`config.mk`:
```
export PLATFORM = sky130hd
export DESIGN_NAME = dice_roller_mux_display
export DESIGN_NICKNAME = d
export VERILOG_FILES = /design/src/rtl/dice_roller_mux_display.sv
export SDC_FILE = /design/constraint.sdc
export NUM_CORES = 1
export LEC_CHECK = 0
export BUFFER_PORTS_ARGS = -buffer_cell sky130_fd_sc_hd__buf_2
export CORE_MARGIN = 2
export CORE_UTILIZATION = 40
export DETAILED_ROUTE_END_ITERATION = 12
export PLACE_DENSITY_LB_ADDON = 0.05
export SYNTH_ARGS = -nofsm -noshare
export SYNTH_HDL_FRONTEND = slang
export SYNTH_SLANG_ARGS = --single-unit
```
`constraint.sdc`:
```
create_clock -name clk -period 2.99 [get_ports clk]
set_clock_uncertainty 0.2 [all_clocks]
set_input_delay 0.598 -clock clk [delete_from_list [all_inputs] [get_ports clk]]
set_output_delay 0.598 -clock clk [all_outputs]
set_load 0.02 [all_outputs]
```
`src/rtl/dice_roller_mux_display.sv`:
```
// rtl/dice_roller_mux_display.sv - multi-die roller with LFSR rejection sampler, double-dabble BCD and scanned 7-seg driver
module dice_roller_mux_display #(
  parameter int          NUM_DIGITS = 4,
  parameter int          SCAN_DIV   = 1024,
  parameter int          MAX_DICE   = 4,
  parameter logic [15:0] SEED       = 16'hACE1,
  localparam int         CW         = (MAX_DICE > 1) ? $clog2(MAX_DICE) : 1
) (
  input  logic                  clk,
  input  logic                  rst_n,
  input  logic                  roll,
  input  logic [2:0]            die_sel,
  input  logic [CW-1:0]         dice_cnt,
  output logic [6:0]            seg,
  output logic [NUM_DIGITS-1:0] an,
  output logic [8:0]            total,
  output logic                  busy,
  output logic                  done
);

  localparam int RW = CW + 1;
  localparam int SW = $clog2(SCAN_DIV);
  localparam int IW = $clog2(NUM_DIGITS);

  typedef enum logic [1:0] {IDLE, DRAW, CONVERT} state_t;

  state_t        state_q, state_d;
  logic [15:0]   lfsr_q, lfsr_d;
  logic          roll_q;
  logic [2:0]    sel_q, sel_d;
  logic [RW-1:0] rem_q, rem_d;
  logic [8:0]    acc_q, acc_d;
  logic [20:0]   dd_q, dd_d, dd_adj, dd_shift;
  logic [3:0]    cnt_q, cnt_d;
  logic [8:0]    total_q, total_d;
  logic [11:0]   disp_q, disp_d;
  logic          busy_q, busy_d, done_q, done_d;
  logic [6:0]    sides, mask, cand;

  logic [SW-1:0]         scan_q, scan_d;
  logic [IW-1:0]         idx_q, idx_d;
  logic                  scan_last;
  logic [NUM_DIGITS-1:0] an_q, an_d;
  logic [6:0]            seg_q, seg_d;

  function automatic logic [6:0] seg_code(input logic [3:0] d);
    case (d)
      4'd0:    seg_code = 7'h3F;
      4'd1:    seg_code = 7'h06;
      4'd2:    seg_code = 7'h5B;
      4'd3:    seg_code = 7'h4F;
      4'd4:    seg_code = 7'h66;
      4'd5:    seg_code = 7'h6D;
      4'd6:    seg_code = 7'h7D;
      4'd7:    seg_code = 7'h07;
      4'd8:    seg_code = 7'h7F;
      4'd9:    seg_code = 7'h6F;
      default: seg_code = 7'h00;
    endcase
  endfunction

  // Galois form of x^16+x^14+x^13+x^11+1, right-shifting
  assign lfsr_d = {1'b0, lfsr_q[15:1]} ^ (lfsr_q[0] ? 16'hB400 : 16'h0000);

  always_comb begin
    sides = 7'd4;
    mask  = 7'd3;
    case (sel_q)
      3'd0: begin sides = 7'd4;   mask = 7'd3;   end
      3'd1: begin sides = 7'd6;   mask = 7'd7;   end
      3'd2: begin sides = 7'd8;   mask = 7'd7;   end
      3'd3: begin sides = 7'd10;  mask = 7'd15;  end
      3'd4: begin sides = 7'd12;  mask = 7'd15;  end
      3'd5: begin sides = 7'd20;  mask = 7'd31;  end
      3'd6: begin sides = 7'd100; mask = 7'd127; end
      3'd7: begin sides = 7'd2;   mask = 7'd1;   end
      default: ;
    endcase
  end

  assign cand = lfsr_q[6:0] & mask;

  // one double-dabble step: correct each BCD nibble, then shift the whole word
  always_comb begin
    dd_adj = dd_q;
    for (int i = 0; i < 3; i++) begin
      if (dd_q[9+4*i +: 4] >= 4'd5) dd_adj[9+4*i +: 4] = dd_q[9+4*i +: 4] + 4'd3;
    end
    dd_shift = dd_adj << 1;
  end

  always_comb begin
    state_d = state_q;
    sel_d   = sel_q;
    rem_d   = rem_q;
    acc_d   = acc_q;
    dd_d    = dd_q;
    cnt_d   = cnt_q;
    total_d = total_q;
    disp_d  = disp_q;
    busy_d  = busy_q;
    done_d  = 1'b0;
    case (state_q)
      IDLE: begin
        if (roll && !roll_q) begin
          sel_d   = die_sel;
          rem_d   = RW'(dice_cnt) + RW'(1);
          acc_d   = 9'd0;
          busy_d  = 1'b1;
          state_d = DRAW;
        end
      end
      DRAW: begin
        if (cand < sides) begin
          acc_d = acc_q + 9'(cand) + 9'd1;
          rem_d = rem_q - RW'(1);
          if (rem_q == RW'(1)) begin
            dd_d    = {12'd0, acc_d};
            cnt_d   = 4'd0;
            state_d = CONVERT;
          end
        end
      end
      CONVERT: begin
        dd_d  = dd_shift;
        cnt_d = cnt_q + 4'd1;
        if (cnt_q == 4'd8) begin
          total_d = acc_q;
          disp_d  = dd_shift[20:9];
          done_d  = 1'b1;
          busy_d  = 1'b0;
          state_d = IDLE;
        end
      end
      default: state_d = IDLE;
    endcase
  end

  always_ff @(posedge clk or negedge rst_n) begin
    if (!rst_n) begin
      state_q <= IDLE;
      lfsr_q  <= SEED;
      roll_q  <= 1'b0;
      sel_q   <= 3'd0;
      rem_q   <= '0;
      acc_q   <= 9'd0;
      dd_q    <= 21'd0;
      cnt_q   <= 4'd0;
      total_q <= 9'd0;
      disp_q  <= 12'd0;
      busy_q  <= 1'b0;
      done_q  <= 1'b0;
    end else begin
      state_q <= state_d;
      lfsr_q  <= lfsr_d;
      roll_q  <= roll;
      sel_q   <= sel_d;
      rem_q   <= rem_d;
      acc_q   <= acc_d;
      dd_q    <= dd_d;
      cnt_q   <= cnt_d;
      total_q <= total_d;
      disp_q  <= disp_d;
      busy_q  <= busy_d;
      done_q  <= done_d;
    end
  end

  // an/seg are built from the next index and next display value so they move together
  assign scan_last = (scan_q == SW'(SCAN_DIV - 1));
  assign scan_d    = scan_last ? '0 : scan_q + SW'(1);

  always_comb begin
    idx_d = idx_q;
    if (scan_last) idx_d = (idx_q == IW'(NUM_DIGITS - 1)) ? '0 : idx_q + IW'(1);
  end

  assign an_d = ~(NUM_DIGITS'(1) << idx_d);

  always_comb begin
    seg_d = 7'h00;
    if (idx_d == IW'(0))
      seg_d = seg_code(disp_d[3:0]);
    else if (idx_d == IW'(1)) begin
      if (disp_d[11:4] != 8'd0) seg_d = seg_code(disp_d[7:4]);
    end else if (idx_d == IW'(2)) begin
      if (disp_d[11:8] != 4'd0) seg_d = seg_code(disp_d[11:8]);
    end
  end

  always_ff @(posedge clk or negedge rst_n) begin
    if (!rst_n) begin
      scan_q <= '0;
      idx_q  <= '0;
      an_q   <= {{(NUM_DIGITS-1){1'b1}}, 1'b0};
      seg_q  <= 7'h3F;
    end else begin
      scan_q <= scan_d;
      idx_q  <= idx_d;
      an_q   <= an_d;
      seg_q  <= seg_d;
    end
  end

  assign seg   = seg_q;
  assign an    = an_q;
  assign total = total_q;
  assign busy  = busy_q;
  assign done  = done_q;

endmodule

```
# After elaboration in Yosys (flattened, before gate mapping)
# Memory sizes are Yosys's and may differ from the RTL's.
# Index checks and enable logic that the tools add are counted.
# Widths: inputs -> output; s select.
dict set report totals {
  register_bits 105
  latch_bits 0
  ram_bits 0
  mem_bits_ro 432
  in_bits 8
  output_inout_bits 22
  word_cells 101
  memories 4
}
# name depth width rd rd_ports_with_merged_regs wr line_no
set mem_list {}
lappend mem_list {{(no name shown)} 16 7 1 0 0 47} ;# case (d)
lappend mem_list {{(no name shown)} 16 7 1 0 0 47}
lappend mem_list {{(no name shown)} 16 7 1 0 0 47}
lappend mem_list {{(no name shown)} 8 12 1 0 0 68} ;# case (sel_q)
dict set report op_classes {
  addsub 10
  multipliers 0
  n_div 0
  n_lt_le_gt_ge 4
  n_eq_ne 12
  shift 1
  mux 36
  n_bitwise 3
  n_reduce_logical 15
}
# cell count
set op_table {}
lappend op_table {{$mux 21} 2}
lappend op_table {{$pmux 21 s2} 1}
lappend op_table {{$mux 7} 5}
lappend op_table {{$mux 12} 2}
lappend op_table {{$mux 9} 2}
lappend op_table {{$pmux 9 s2} 1}
lappend op_table {{$mux 16} 1}
lappend op_table {{$mux 4} 4}
lappend op_table {{$xor 15x16->16} 1}
lappend op_table {{$ge 4x3->1 const B} 3}
lappend op_table {{$mux 2} 6}
lappend op_table {{$add 10x1->10 const B} 1}
lappend op_table {{$eq 10x10->1 const B} 1}
lappend op_table {{$mux 10} 1}
lappend op_table {{$add 9x1->9 const B} 1}
lappend op_table {{$add 9x7->9} 1}
lappend op_table {{$mux 3} 3}
lappend op_table {{$reduce_and 3->1} 3}
lappend op_table {{$add 4x2->4 const B} 2}
lappend op_table {{$ne 2x2->1 const B} 4}
lappend op_table {{$pmux 4 s2} 1}
lappend op_table {{$reduce_bool 8->1} 1}
lappend op_table {{$and 7x7->7} 1}
lappend op_table {{$lt 7x7->1} 1}
lappend op_table {{22 further kinds} 32}

# Depth between registers and ports, before layout
dict set report logic_depth {
  word_depth 9
  ltp_mapped 16
  depth_no_buf 14
}

# Worst setup path after synthesis
# Ideal clock, no wire load.
dict set report synth_timing {
  kind {flip-flop to flip-flop}
  start {register cnt_q[0]}
  end {register seg_q[0], in the netlist seg[0]}
  setup_ns 0.081
  arrival_time_ns 2.746
  t_required_ns 2.709
  setup_slack_ns -0.037
  stages_incl_launch_ff 17
  path_buffers 3
  synth_period_minus_slack_ns 3.027
  cell_sequence {dfrtp_1 inv_1 ha_1 and3b_1 nand2_4 inv_2 buf_6 buf_2 buf_1 a21oi_1 inv_1 ha_1 nand2_1 a221oi_2 nor4_4 o21ai_1 a32oi_1}
}
dict set report synth_between {
  elab_chain_len 8
  word_cells_on_any_way 13
  classes_between {1 x eq/ne; 7 x mux; 2 x reduce/logical; 3 x memory}
}
# item line_no
set synth_lines {}
lappend synth_lines {{start, declared} 34} ;# logic [3:0] cnt_q, cnt_d;
lappend synth_lines {{start signal, assigned} 161} ;# cnt_q <= cnt_d;
lappend synth_lines {{$eq 4x4->1 (*)} 127} ;# if (cnt_q == 4'd8) begin
lappend synth_lines {{$mux 12 (*)} 127}
lappend synth_lines {{$mux 12 (*)} 103} ;# case (state_q)
lappend synth_lines {{named net disp_d[8]} 36} ;# logic [11:0] disp_q, disp_d;
lappend synth_lines {{$mem_v2 16x7 or $reduce_bool 4->1 (tied branches)} n/a}
lappend synth_lines {{$mux 7} 187} ;# if (disp_d[11:8] != 4'd0) seg_d = seg_code(disp_d[11:8]);
lappend synth_lines {{$mux 7} 186} ;# end else if (idx_d == IW'(2)) begin
lappend synth_lines {{$mux 7 (*)} 184} ;# else if (idx_d == IW'(1)) begin
lappend synth_lines {{$mux 7 (*)} 182} ;# if (idx_d == IW'(0))
lappend synth_lines {{named net seg_d[0]} 44} ;# logic [6:0] seg_q, seg_d;
lappend synth_lines {{end signal, assigned} 201} ;# seg_q <= seg_d;
lappend synth_lines {{end, declared} 44}
# Mark *: on every way through the listed nets, which the timed path passes. The rest lies on a longest branch.
# A chain may end at the register's enable or synchronous reset.

# Worst setup path in the final report
dict set report layout_timing {
  start {register cnt_q[0]}
  end {register seg_q[0], in the netlist seg[0]}
}
dict set report layout_between {
  elab_chain_len 8
  word_cells_on_any_way 13
  classes_between {1 x eq/ne; 7 x mux; 2 x reduce/logical; 3 x memory}
}
# item line_no
set layout_lines {}
lappend layout_lines {{$eq 4x4->1 (*)} 127}
lappend layout_lines {{$mux 12 (*)} 127}
lappend layout_lines {{$mux 12 (*)} 103}
lappend layout_lines {{$mem_v2 16x7 or $reduce_bool 4->1 (tied branches)} n/a}
lappend layout_lines {{$mux 7} 187}
lappend layout_lines {{$mux 7} 186}
lappend layout_lines {{$mux 7} 184}
lappend layout_lines {{$mux 7 (*)} 182}
lappend layout_lines {{named net seg_d[0]} 44}
# Marked as above.

==> qor.txt <==
run status -> finished, violations left
failing checks -> negative hold slack
wire per inst -> 15.56 um
die area -> 15190 sq um
max-slew violation count -> 0
Reg2Reg Capture Point -> seg[0]$_DFF_PN1_
synthesized area per cell -> 9.942 sq um
Critical Path Source Type -> flip-flop
Clk pwr share -> 28.8%
fin crit period -> 2.846 ns
FF+latch count, synth -> 105
Pwr Total -> 4.013 mW
layout cells sized above 1 -> 22.63%
CTS Root Buffer Type -> clkbuf_16
async set-reset flop share out of synthesis -> 100.0%
CTS Buf Count -> 9
antenna-violating nets left -> 0
Critical Path End -> seg[0]$_DFF_PN1_
CP Capture Type -> flip-flop
top cells by count, synth -> 88 x dfrtp_1, 77 x nand2_1, 47 x o21ai_0
crit-path max cell delay -> 0.41 ns
switching power -> 1.373 mW
Worst slew margin -> 68.17%
final instance area -> 6586 sq um
die height -> 123.2 um
internal power -> 2.640 mW
Final Hold Viols -> 7
I/O pin count -> 30
most common cell in the netlist -> dfrtp_1
library cells used by synthesis -> 75
CTS Sinks -> 105
vias -> 4284
number of global-route vias before repair -> 4006
Post-Route WL -> 12.63 mm
residual DRC count -> 0
Worst path most repeated cell -> ha_1
Row Count -> 43
synthesis-to-layout area growth -> 15.82%
Cells after Synth -> 572
area leader, netlist -> dfrtp_1
worst-path fanout max -> 8
Peak VDD IR -> 0.4975 mV
Max Buffers Root-to-Sink -> 2
Setup-failing EPs final -> 0
Worst-path clk slew -> 0.07 ns
ranking of synthesized cells by area -> dfrtp_1 39%, ha_1 9.5%, dfstp_2 7.9%
hpwl dp -> 9.343 mm
starting density of the core -> 40.97%
WHS -> -0.01173 ns
crit path cell chain -> inv_1 -> ha_1 -> and3b_2 -> nand2_4 -> inv_4 -> buf_4 -> a21o_1 -> ha_1 -> nand2_1 -> a221oi_2 -> nor4_4 -> o21ai_1 -> a32oi_1
share of the synthesized area in the top cell type -> 38.72%
CP required -> 3.06 ns
leakage power -> 3.163 nW
Via density -> 5.276
fin nets -> 679
crit path DAT -> 2.92 ns
R2R cell count -> 13
r2r setup slk -> 0.14 ns
Seq pwr share -> 44.1%
first drt pass iteration count -> 4
sequential fraction of the synthesis area -> 46.58%
slew at the pin closest to its max-slew limit -> 0.4775 ns
Switching Share -> 34.22%
worst setup path start -> cnt_q[0]$_DFFE_PN0P_
fin crit share -> 95.18%
kind of critical path -> flip-flop to flip-flop
syn_nets -> 624
Ys Warns -> 0
Diodes inserted -> 0
unrepaired setup endpoints after global routing -> true
DP Area -> 6175 sq um
initial DRC count -> 248
deepest level of the CTS H-tree -> 3
number of synthesized flops with an enable pin -> 0
Crit-path slowest cell -> nor4_4
setup ws final -> 0.1440 ns
GPL Wtd Cong -> 0.8668
pwr dens -> 609.3 nW/um^2
core region area -> 13880 sq um
PortBufs -> 29
Post-Syn Area -> 5687 sq um
FMAX -> 351.4 MHz
worst setup slack after placement -> 0.05753 ns
Remaining Overflow, GRT -> 0
first-pass GRT wire length -> 20.55 mm
Layout Utilization -> 47.45%
GRT Total Usage -> 17.58%
combinational power share -> 27.2%
CTS tree -> done
die width -> 123.2 um
largest net degree at the start of global routing -> 49
reg-to-reg startpoint -> cnt_q[0]$_DFFE_PN0P_
Hold-fix buffers, CTS -> 0
Primary FF master, synth -> dfrtp_1
maxcap violations -> 0
HP Class -> primary input to async pin
initial antenna violation count -> 0
clk_lat worst skew -> 0.36 ns
==> through the flow <==
step                std cells  TNS [ns]
finish                    812         0
global route              812  -0.01882
CTS                       806         0
detailed placement        790         0
global placement          790         0
floorplan                 572         0
==> layout make-up <==
cell class / count / area [sq um]
Sequential cell: 105 / 2649
Timing Repair Buffer: 61 / 404.1
Multi-Input combinational cell: 413 / 2889
Fill cell: 1278 / 7295
Clock inverter: 7 / 52.55
Tap cell: 180 / 225.2
Inverter: 37 / 141.4
Clock buffer: 9 / 225.2
==> routing by layer <==
metal  global-route usage, %  part of all wire (%)  up-vias
met1                   24.95                    51     2089
li1                        -                     -     2108
met5                       0                     0        -
met4                   6.108                   1.9        0
met2                   26.34                    44       69
met3                   4.105                   3.2       18
==> registers in the layout, indices dropped and copies added (netlist names) <==
| signal | flops |
|---|---|
| done | 1 |
| an | 4 |
| seg | 7 |
| disp_q | 12 |
| dd_q | 21 |
| lfsr_q | 16 |
| total | 9 |
| roll_q | 1 |
| rem_q | 3 |
| idx_q | 2 |
| scan_q | 10 |
| acc_q | 9 |
| sel_q | 3 |
| cnt_q | 4 |
| state_q | 2 |
| busy | 1 |
==> power by group through the flow <==
stage                     clock, mW  sequential [mW]  combinational [mW]
final                          1.16             1.77                1.09
after global routing           1.23             1.80                1.24
after CTS                      1.19             1.76                1.05
after detailed placement          0             1.79                1.05
after global placement            0             1.78                1.02
after floorplan                   0             1.75               0.754
==> cell families after synthesis <==
family / Yosys count / share of synthesized area [%]
buf+inv: 54 / 4.136
flops: 105 / 46.58
mux: 13 / 2.420
xor+xnor: 17 / 2.618
compound gates: 148 / 17.29
simple gates: 191 / 17.14
fa+ha+maj: 44 / 9.813
==> what timing repair did <==
action / 4_1_cts / 5_1_grt
endpoints found under the setup margin: 0 / 17
gates resized for setup: 0 / 28
buffers inserted: 0 / 6
==> layout by cell type (no fill, tap or decap), drive strengths merged, types with 7 or more instances in the layout <==
cell type and count:
nor3 8, and3 9, inv 40, dfrtp 88
o21ai 56, xor2 10, ha 43, nor2 36
mux2i 10, dfstp 17, xnor2 7, a21oi 21
a21o 8, nor3b 7, nand2 80, buf 61
clkbuf 9, nand3 13, a31oi 8, nand2b 12
==> worst min path at each step <==
| stage | startpoint | endpoint | slack (ns) | depth (start not counted) |
|---|---|---|---|---|
| floorplan | rst_n | acc_q[0]$_DFFE_PN0P_ | 0.10 | 0 |
| global placement | lfsr_q[12]$_DFF_PN0_ | lfsr_q[11]$_DFF_PN1_ | 0.14 | 0 |
| detailed placement | lfsr_q[8]$_DFF_PN0_ | lfsr_q[7]$_DFF_PN1_ | 0.14 | 0 |
| CTS | rst_n | total[5]$_DFFE_PN0P_ | 0.001 | 1 |
| global route | rst_n | total[5]$_DFFE_PN0P_ | 0.02 | 1 |
| finish | rst_n | total[2]$_DFFE_PN0P_ | -0.01 | 1 |
==> critical path, delay by kind of cell (launching register included) <==
| family | cells | cell delay [ns] |
|---|---|---|
| adders and majority gates | 2 | 0.43 |
| and+or+nand+nor | 4 | 0.84 |
| buffers and inverters | 3 | 0.28 |
| DFF | 1 | 0.39 |
| AOI/OAI and AO/OA | 4 | 0.63 |
Power figures use the tool's default switching activity.
